### src/rtl/ngc_fifo_pkg.sv
// Shared defaults, word type and pointer sizing for the ngc_fifo read-side logic.
package ngc_fifo_pkg;

    localparam int unsigned DATA_WIDTH_DEF = 8;
    localparam int unsigned BUF_DEPTH_DEF  = 3;

    typedef logic [DATA_WIDTH_DEF-1:0] data_t;

    // Pointer width for a buffer of the given depth, never narrower than one bit.
    function automatic int unsigned ptr_width(input int unsigned depth);
        if (depth > 1) begin
            return 32'($clog2(depth));
        end
        return 32'd1;
    endfunction

endpackage

### src/rtl/ngc_fifo_reader_buf.sv
// Circular register buffer for ngc_fifo_reader: push at the write pointer, pop at the
// read pointer, head word always visible on data_o.
module ngc_fifo_reader_buf
    import ngc_fifo_pkg::*;
#(
    parameter int unsigned DATA_WIDTH = DATA_WIDTH_DEF,
    parameter int unsigned BUF_DEPTH  = BUF_DEPTH_DEF,
    localparam int unsigned OCC_W     = $clog2(BUF_DEPTH + 1)
) (
    input  logic                  clk,
    input  logic                  rst_n,
    input  logic                  push_i,
    input  logic [DATA_WIDTH-1:0] push_data_i,
    input  logic                  pop_i,
    output logic [DATA_WIDTH-1:0] data_o,
    output logic [OCC_W-1:0]      occ_o
);

    localparam int unsigned PTR_W = ptr_width(BUF_DEPTH);

    logic [DATA_WIDTH-1:0] mem_q [BUF_DEPTH];
    logic [PTR_W-1:0]      wr_ptr_q, wr_ptr_d;
    logic [PTR_W-1:0]      rd_ptr_q, rd_ptr_d;
    logic [OCC_W-1:0]      occ_q, occ_d;

    // Explicit wrap so non-power-of-two depths never index past the last entry.
    function automatic logic [PTR_W-1:0] ptr_inc(input logic [PTR_W-1:0] p);
        return (p == PTR_W'(BUF_DEPTH - 1)) ? '0 : p + PTR_W'(1);
    endfunction

    always_comb begin
        wr_ptr_d = wr_ptr_q;
        rd_ptr_d = rd_ptr_q;
        occ_d    = occ_q;
        if (push_i) begin
            wr_ptr_d = ptr_inc(wr_ptr_q);
        end
        if (pop_i) begin
            rd_ptr_d = ptr_inc(rd_ptr_q);
        end
        case ({push_i, pop_i})
            2'b10:   occ_d = occ_q + OCC_W'(1);
            2'b01:   occ_d = occ_q - OCC_W'(1);
            default: occ_d = occ_q;
        endcase
    end

    always_ff @(posedge clk or negedge rst_n) begin
        if (!rst_n) begin
            wr_ptr_q <= '0;
            rd_ptr_q <= '0;
            occ_q    <= '0;
            for (int i = 0; i < int'(BUF_DEPTH); i++) begin
                mem_q[i] <= '0;
            end
        end else begin
            wr_ptr_q <= wr_ptr_d;
            rd_ptr_q <= rd_ptr_d;
            occ_q    <= occ_d;
            if (push_i) begin
                mem_q[wr_ptr_q] <= push_data_i;
            end
        end
    end

    assign data_o = mem_q[rd_ptr_q];
    assign occ_o  = occ_q;

    // Credit accounting upstream guarantees a full buffer is never written.
    a_no_push_when_full: assert property (@(posedge clk) disable iff (!rst_n)
        !(push_i && (occ_q == OCC_W'(BUF_DEPTH))));
    a_occ_bound: assert property (@(posedge clk) disable iff (!rst_n)
        occ_q <= OCC_W'(BUF_DEPTH));

endmodule

### src/rtl/ngc_fifo_reader.sv
// Read-side master for ngc_fifo: credit-limited pop issue, 1-cycle dout capture, valid/ready out.
// Define NGC_FIFO_READER_COUNT_EN to add the beat_count output and count_clr input.
module ngc_fifo_reader
    import ngc_fifo_pkg::*;
#(
    parameter int unsigned DATA_WIDTH = DATA_WIDTH_DEF,
    parameter int unsigned BUF_DEPTH  = BUF_DEPTH_DEF
) (
    input  logic                  clk,
    input  logic                  rst_n,
`ifdef NGC_FIFO_READER_COUNT_EN
    input  logic                  count_clr,
    output logic [31:0]           beat_count,
`endif
    input  logic                  en,
    output logic                  fifo_pop,
    input  logic                  fifo_empty,
    input  logic [DATA_WIDTH-1:0] fifo_dout,
    output logic [DATA_WIDTH-1:0] m_data,
    output logic                  m_valid,
    input  logic                  m_ready,
    output logic                  busy
);

    localparam int unsigned OCC_W = $clog2(BUF_DEPTH + 1);
    localparam int unsigned CRD_W = OCC_W + 1;

    logic             inflight_q, inflight_d;
    logic [OCC_W-1:0] occ;
    logic [CRD_W-1:0] used;
    logic             handshake;

    // Credits count words already buffered plus the one whose dout lands next cycle.
    assign used      = CRD_W'(occ) + CRD_W'(inflight_q);
    assign fifo_pop  = rst_n && en && !fifo_empty && (used < CRD_W'(BUF_DEPTH));
    assign m_valid   = (occ != '0);
    assign handshake = m_valid && m_ready;
    assign busy      = (occ != '0) || inflight_q;

    always_comb begin
        inflight_d = fifo_pop;
    end

    always_ff @(posedge clk or negedge rst_n) begin
        if (!rst_n) begin
            inflight_q <= 1'b0;
        end else begin
            inflight_q <= inflight_d;
        end
    end

    ngc_fifo_reader_buf #(
        .DATA_WIDTH (DATA_WIDTH),
        .BUF_DEPTH  (BUF_DEPTH)
    ) u_buf (
        .clk         (clk),
        .rst_n       (rst_n),
        .push_i      (inflight_q),
        .push_data_i (fifo_dout),
        .pop_i       (handshake),
        .data_o      (m_data),
        .occ_o       (occ)
    );

`ifdef NGC_FIFO_READER_COUNT_EN
    logic [31:0] beat_count_q, beat_count_d;

    // Clear wins over a coincident handshake.
    always_comb begin
        beat_count_d = beat_count_q;
        if (count_clr) begin
            beat_count_d = '0;
        end else if (handshake) begin
            beat_count_d = beat_count_q + 32'd1;
        end
    end

    always_ff @(posedge clk or negedge rst_n) begin
        if (!rst_n) begin
            beat_count_q <= '0;
        end else begin
            beat_count_q <= beat_count_d;
        end
    end

    assign beat_count = beat_count_q;
`endif

    a_no_pop_when_empty: assert property (@(posedge clk) disable iff (!rst_n)
        !(fifo_pop && fifo_empty));

endmodule

### config.mk
export PLATFORM = sky130hd
export DESIGN_NAME = ngc_fifo_reader
export DESIGN_NICKNAME = d
export VERILOG_FILES = /design/src/rtl/ngc_fifo_pkg.sv /design/src/rtl/ngc_fifo_reader_buf.sv /design/src/rtl/ngc_fifo_reader.sv
export SDC_FILE = /design/constraint.sdc
export NUM_CORES = 1
export LEC_CHECK = 0
export BUFFER_PORTS_ARGS = -buffer_cell sky130_fd_sc_hd__buf_2
export CORE_AREA = 2 2 58 60
export DETAILED_ROUTE_END_ITERATION = 16
export DIE_AREA = 0 0 60 62
export PLACE_DENSITY = 0.73
export SLEW_MARGIN = 20
export SYNTH_ARGS = -nofsm -noshare
export SYNTH_HDL_FRONTEND = slang
export SYNTH_HIERARCHICAL = 1
export SYNTH_SLANG_ARGS = --single-unit
### constraint.sdc
create_clock -name clk -period 1.5 [get_ports clk]
set_input_delay 0.3 -clock clk [delete_from_list [all_inputs] [get_ports clk]]
set_output_delay 0.3 -clock clk [all_outputs]
set_load 0.005 [all_outputs]
-- Word level (Yosys, flattened, before mapping)
Cells that the tools add are included.
- add/subtract/negate cells: 5
- eq/ne operators: 4
- bitwise logic cells: 2
- muxes and demuxes: 9
- $lt $le $gt $ge: 4
- reduce and logical (&&, ||, !) cells: 9
- operators by type and width (operator ; number):
    bitwise mux 24 bit ; 1
    2-to-1 mux 8 bit ; 3
    binary-select mux 8 bit (select 2 bit) ; 1
    demux 8 bit (select 2 bit) ; 1
    adder 2 x 1 -> 2 bit, second input constant ; 3
    == test 2 bit, second input constant ; 3
    >= comparator 3 bit, second input constant ; 2
    NOT 2 -> 3 bit ; 2
    logical AND 1 bit ; 5
    2-to-1 mux 2 bit ; 2
    one-hot mux 2 bit (2 select lines) ; 1
    nonzero test 2 bit ; 2
    adder 2 x 1 -> 3 bit ; 1
    < comparator 3 x 1 -> 1 bit, second input constant ; 1
    < comparator 3 x 2 -> 1 bit, second input constant ; 1
    == test 2 x 1 -> 1 bit, second input constant ; 1
    subtractor 2 x 1 -> 2 bit, second input constant ; 1
    zero test 1 bit ; 1
    logical OR 1 bit ; 1
- output and inout port bits: 11
- word-level logic and storage cells: 40
- flip-flop bits (word level): 31
- bits of input ports: 13

-- Depth between registers and ports, before layout
- word-level depth: 6
- mapped depth: 6
- depth with buffers taken out: 6

-- By module
The synthesis kept the hierarchy.
- modules (own cells, without submodules) (module ; seq. area each (µm²) ; instances ; area each (µm²) ; cells an instance):
    ngc_fifo_reader_buf ; 750.7 ; 1 ; 1305.0 ; 98
    ngc_fifo_reader ; 25.0 ; 1 ; 92.6 ; 8

-- Worst setup path before layout
OpenSTA, ideal clock, no wires.
- path type: reg2out
- start: register u_buf.occ_q[0] (netlist: u_buf/occ_o[0])
- end: output port fifo_pop
- stages on the path, launching flop included: 4
- path buffers: 0
- path slack: -0.029 ns
- required time: 1.200 ns
- arrival: 1.229 ns
- path through: dfrtp_1 -> ha_1 -> ha_1 -> a2111oi_2
- word-level cells in the longest chain between the ends: 3
- ends and longest elaborated chain (what ; line ; source):
    start, declared ; ngc_fifo_reader_buf.sv:24 ; logic [OCC_W-1:0] occ_q, occ_d;
    start signal, assigned ; ngc_fifo_reader_buf.sv:52 ; occ_q <= '0;
    start signal, assigned ; ngc_fifo_reader_buf.sv:59 ; occ_q <= occ_d;
    adder 2 x 1 -> 3 bit ; ngc_fifo_reader.sv:34 ; assign used = CRD_W'(occ) + CRD_W'(inflight_q);
    < comparator 3 x 2 -> 1 bit ; ngc_fifo_reader.sv:35 ; assign fifo_pop = rst_n && en && !fifo_empty && (used < CRD_W'(BUF_DEPTH));
    logical AND 1 bit ; ngc_fifo_reader.sv:35 ;
    end, declared ; ngc_fifo_reader.sv:16 ; output logic fifo_pop,
Every way passes these cells.

-- Worst setup path after layout
- start: register inflight_q
- end: output port fifo_pop
- word-level cells in the longest chain between the ends: 3
- ends and longest elaborated chain (what ; line ; source):
    start, declared ; ngc_fifo_reader.sv:28 ; logic inflight_q, inflight_d;
    start signal, assigned ; ngc_fifo_reader.sv:48 ; inflight_q <= inflight_d;
    adder 2 x 1 -> 3 bit ; ngc_fifo_reader.sv:34 ;
    < comparator 3 x 2 -> 1 bit ; ngc_fifo_reader.sv:35 ;
    logical AND 1 bit ; ngc_fifo_reader.sv:35 ;
Every way passes these cells.

==> reports/qor.yml <==
status: "finished with violations"
violations: "setup timing"
cp_slowest_cell: "dfrtp_1"
area_growth_pct: 38.0
stdcell_count: 201
cp_data_required_time_ps: 1200
path_buf_inv: 1
drv_cap: 0
ys_types: 21
synthXorXnorAreaFrac_pct: 1.88
synth_compound_area_share_pct: 4.83
synth_nets: 122
diodes: 0
clk_latency_ps: 330
cts_tree: "yes"
antenna_found_initial: 0
crit_family: "adder cells"
layout_commonest_cell: "dfrtp_1"
multi_input_area_sq_um: 691
syn_area_sq_um: 1400
gp_congestion: 0.660
via_per_inst: 5.14
setup_slack_ps: -399
dp_hpwl_um: 1980
max_slew_margin_pct: 74.0
antenna_left: 0
most-common-layout-cells: "30 x dfrtp_1, 25 x mux2_2, 22 x buf_2"
grt_max_degree: 32
grt_pass1_vias: 1024
htree_levels: 2
power_leakage_nw: 0.881
netlist_top_cells_area: "dfrtp_1 56%, mux2_2 21%, mux2i_1 5.7%, o21ai_0 3.2%, ha_1 2.7%"
synth_fa_ha_area_share_pct: 2.69
async_flop_share_pct: 100
fin_crit_ps: 1900
first_iter_violations: 16
final.fill_count: 246
regArea_sq_um: 777
yosys_register_bits: 31
min_path_type: "input pin to flip-flop"
path_cells: "ha_2, ha_4, a2111oi_4, buf_2"
cp-start-kind: "flip-flop"
avgSynthCellArea_sq_um: 13.2
rows: 21
timing.hold.ws_ps: 145
post-route-util_pct: 60.6
arrival_ps: 1600
synth_edf_count: 0
totalNegativeSetupSlack_ps: -2040
grt_setup_unrepaired: "yes"
clk_pin_slew_worst_paths_ps: 90
worstMarginPinSlew_ps: 390
numCtsBuffers: 5
synth.top_cell.area_share_pct: 55.5
grt-ovfl-total: 0
end_kind: "output port"
path_class: "flip-flop to output port"
p_per_area_nw_per_um2: 2080
cp_max_fo: 2
synth-main-ff-cell: "dfrtp_1"
drt_wl_total_um: 3140
grtUsageTotal_pct: 18.4
slowest_delay_ps: 400
finalCritPeriodShare_pct: 127
die_height_um: 62
synthSimpleGateAreaFrac_pct: 6.62
setup_viol: 15
dp_cells: 185
drt_pass1_iterations: 4
die-area_sq_um: 3720
muxShareOfSynthArea_pct: 26.7
synth.largest_area_cell: "dfrtp_1"
synth_top_family_by_area: "multiplexers"
ios: 24
yosys_warnings: 6
max-clock-path-buffers: 2
synth_sequential_area_ratio_pct: 55.5
layout.nets: 170
clock-sinks: 31
finalHoldViolations: 0
drv_slew: 0
cts-root-buf: "clkbuf_4"
vdd_drop_max_mv: 1.01
core_sq_um: 3180
post_drt_wl_per_cell_um: 15.6
drc: 0
synthCells: 106
max_freq_ghz: 0.527
drive_gt1_share_pct: 61.9
grt_pass1_wl_um: 4660
vias: 1033
portBuffers: 23
finClkSkew_ps: 6.63
fp.dieW_um: 60
initial_core_util_pct: 44.0
-- synth_stat cells (2+ instances only) --
| library cell | number |
|---|---|
| buf_2 | 2 |
| clkbuf_1 | 2 |
| dfrtp_1 | 31 |
| ha_1 | 3 |
| mux2_2 | 26 |
| mux2i_1 | 8 |
| nand2_1 | 9 |
| nor2_1 | 2 |
| o21ai_0 | 9 |
| or3_1 | 2 |
| xnor2_1 | 2 |
-- logic make-up after synthesis --
family | after synthesis
compound gates | 11
simple gates | 18
xor+xnor | 3
fa+ha+maj | 3
buf+inv | 6
mux | 34
flops | 31
-- per-layer routing --
layer,vias to the layer above,part of all wire (%),GRT usage [%]
li1,472,-,-
met1,528,41,21.5
met2,27,53,29.7
met3,6,3.9,7.66
met4,0,1.7,8.89
met5,-,0,0
-- where the power goes --
part	total, mW	switching, mW	leakage, nW	internal [mW]
registers	1.51	0.262	0.369	1.25
logic	1.95	0.790	0.473	1.16
clock network	0.550	0.275	0.0386	0.276
total	4.01	1.33	0.881	2.68
-- cell type report --
cell class | instances | area share (%)
Multi-Input combinational cell | 69 | 35.8
Timing Repair Buffer | 45 | 16.9
Inverter | 2 | 0.389
Sequential cell | 31 | 40.3
Tap cell | 46 | 2.99
Clock buffer | 8 | 3.57
-- sequential cells by signal, indices dropped and copies added (netlist names) --
register	cells
u_buf/rd_ptr_q	2
inflight_q	1
u_buf/wr_ptr_q	2
u_buf/mem_q	24
u_buf/occ_o	2
-- per-stage QoR --
step	total power [mW]	setup slack (ps)	cell area, sq um
after floorplan	2.39	26.5	1430
after global placement	2.92	-64.2	1690
after detailed placement	3.03	-93.0	1690
after CTS	3.82	-405	1850
after global routing	4.29	-466	1930
final	4.01	-399	1930
-- path summary, 6_finish.rpt --
kind                                                  start                             to  slack, ps  cells after the start
worst max-delay path                   inflight_q$_DFF_PN0_                       fifo_pop       -400                      4
worst min-delay path                             fifo_empty           inflight_q$_DFF_PN0_        140                      2
worst max register to register   u_buf/occ_o[0]$_DFFE_PN0P_     u_buf/occ_o[1]$_DFFE_PN0P_       -160                      8
worst min register to register  u_buf/mem_q[17]$_DFFE_PN0P_    u_buf/mem_q[17]$_DFFE_PN0P_        510                      1
max in group asynchronous                             rst_n  u_buf/rd_ptr_q[1]$_DFFE_PN0P_        680                      3
min in group asynchronous                             rst_n    u_buf/mem_q[19]$_DFFE_PN0P_        520                      3
-- timing repair --
| action | in CTS | in global routing |
|---|---|---|
| hold endpoints to repair | 23 | 0 |
| gates cloned | 0 | 1 |
| resized for setup | 21 | 18 |
| setup endpoints to repair | 19 | 23 |
| pin swaps | 12 | 5 |
| buffers inserted | 4 | 6 |
| hold buffers | 1 | 0 |
Note: power is estimated with default switching activity, not from simulation.
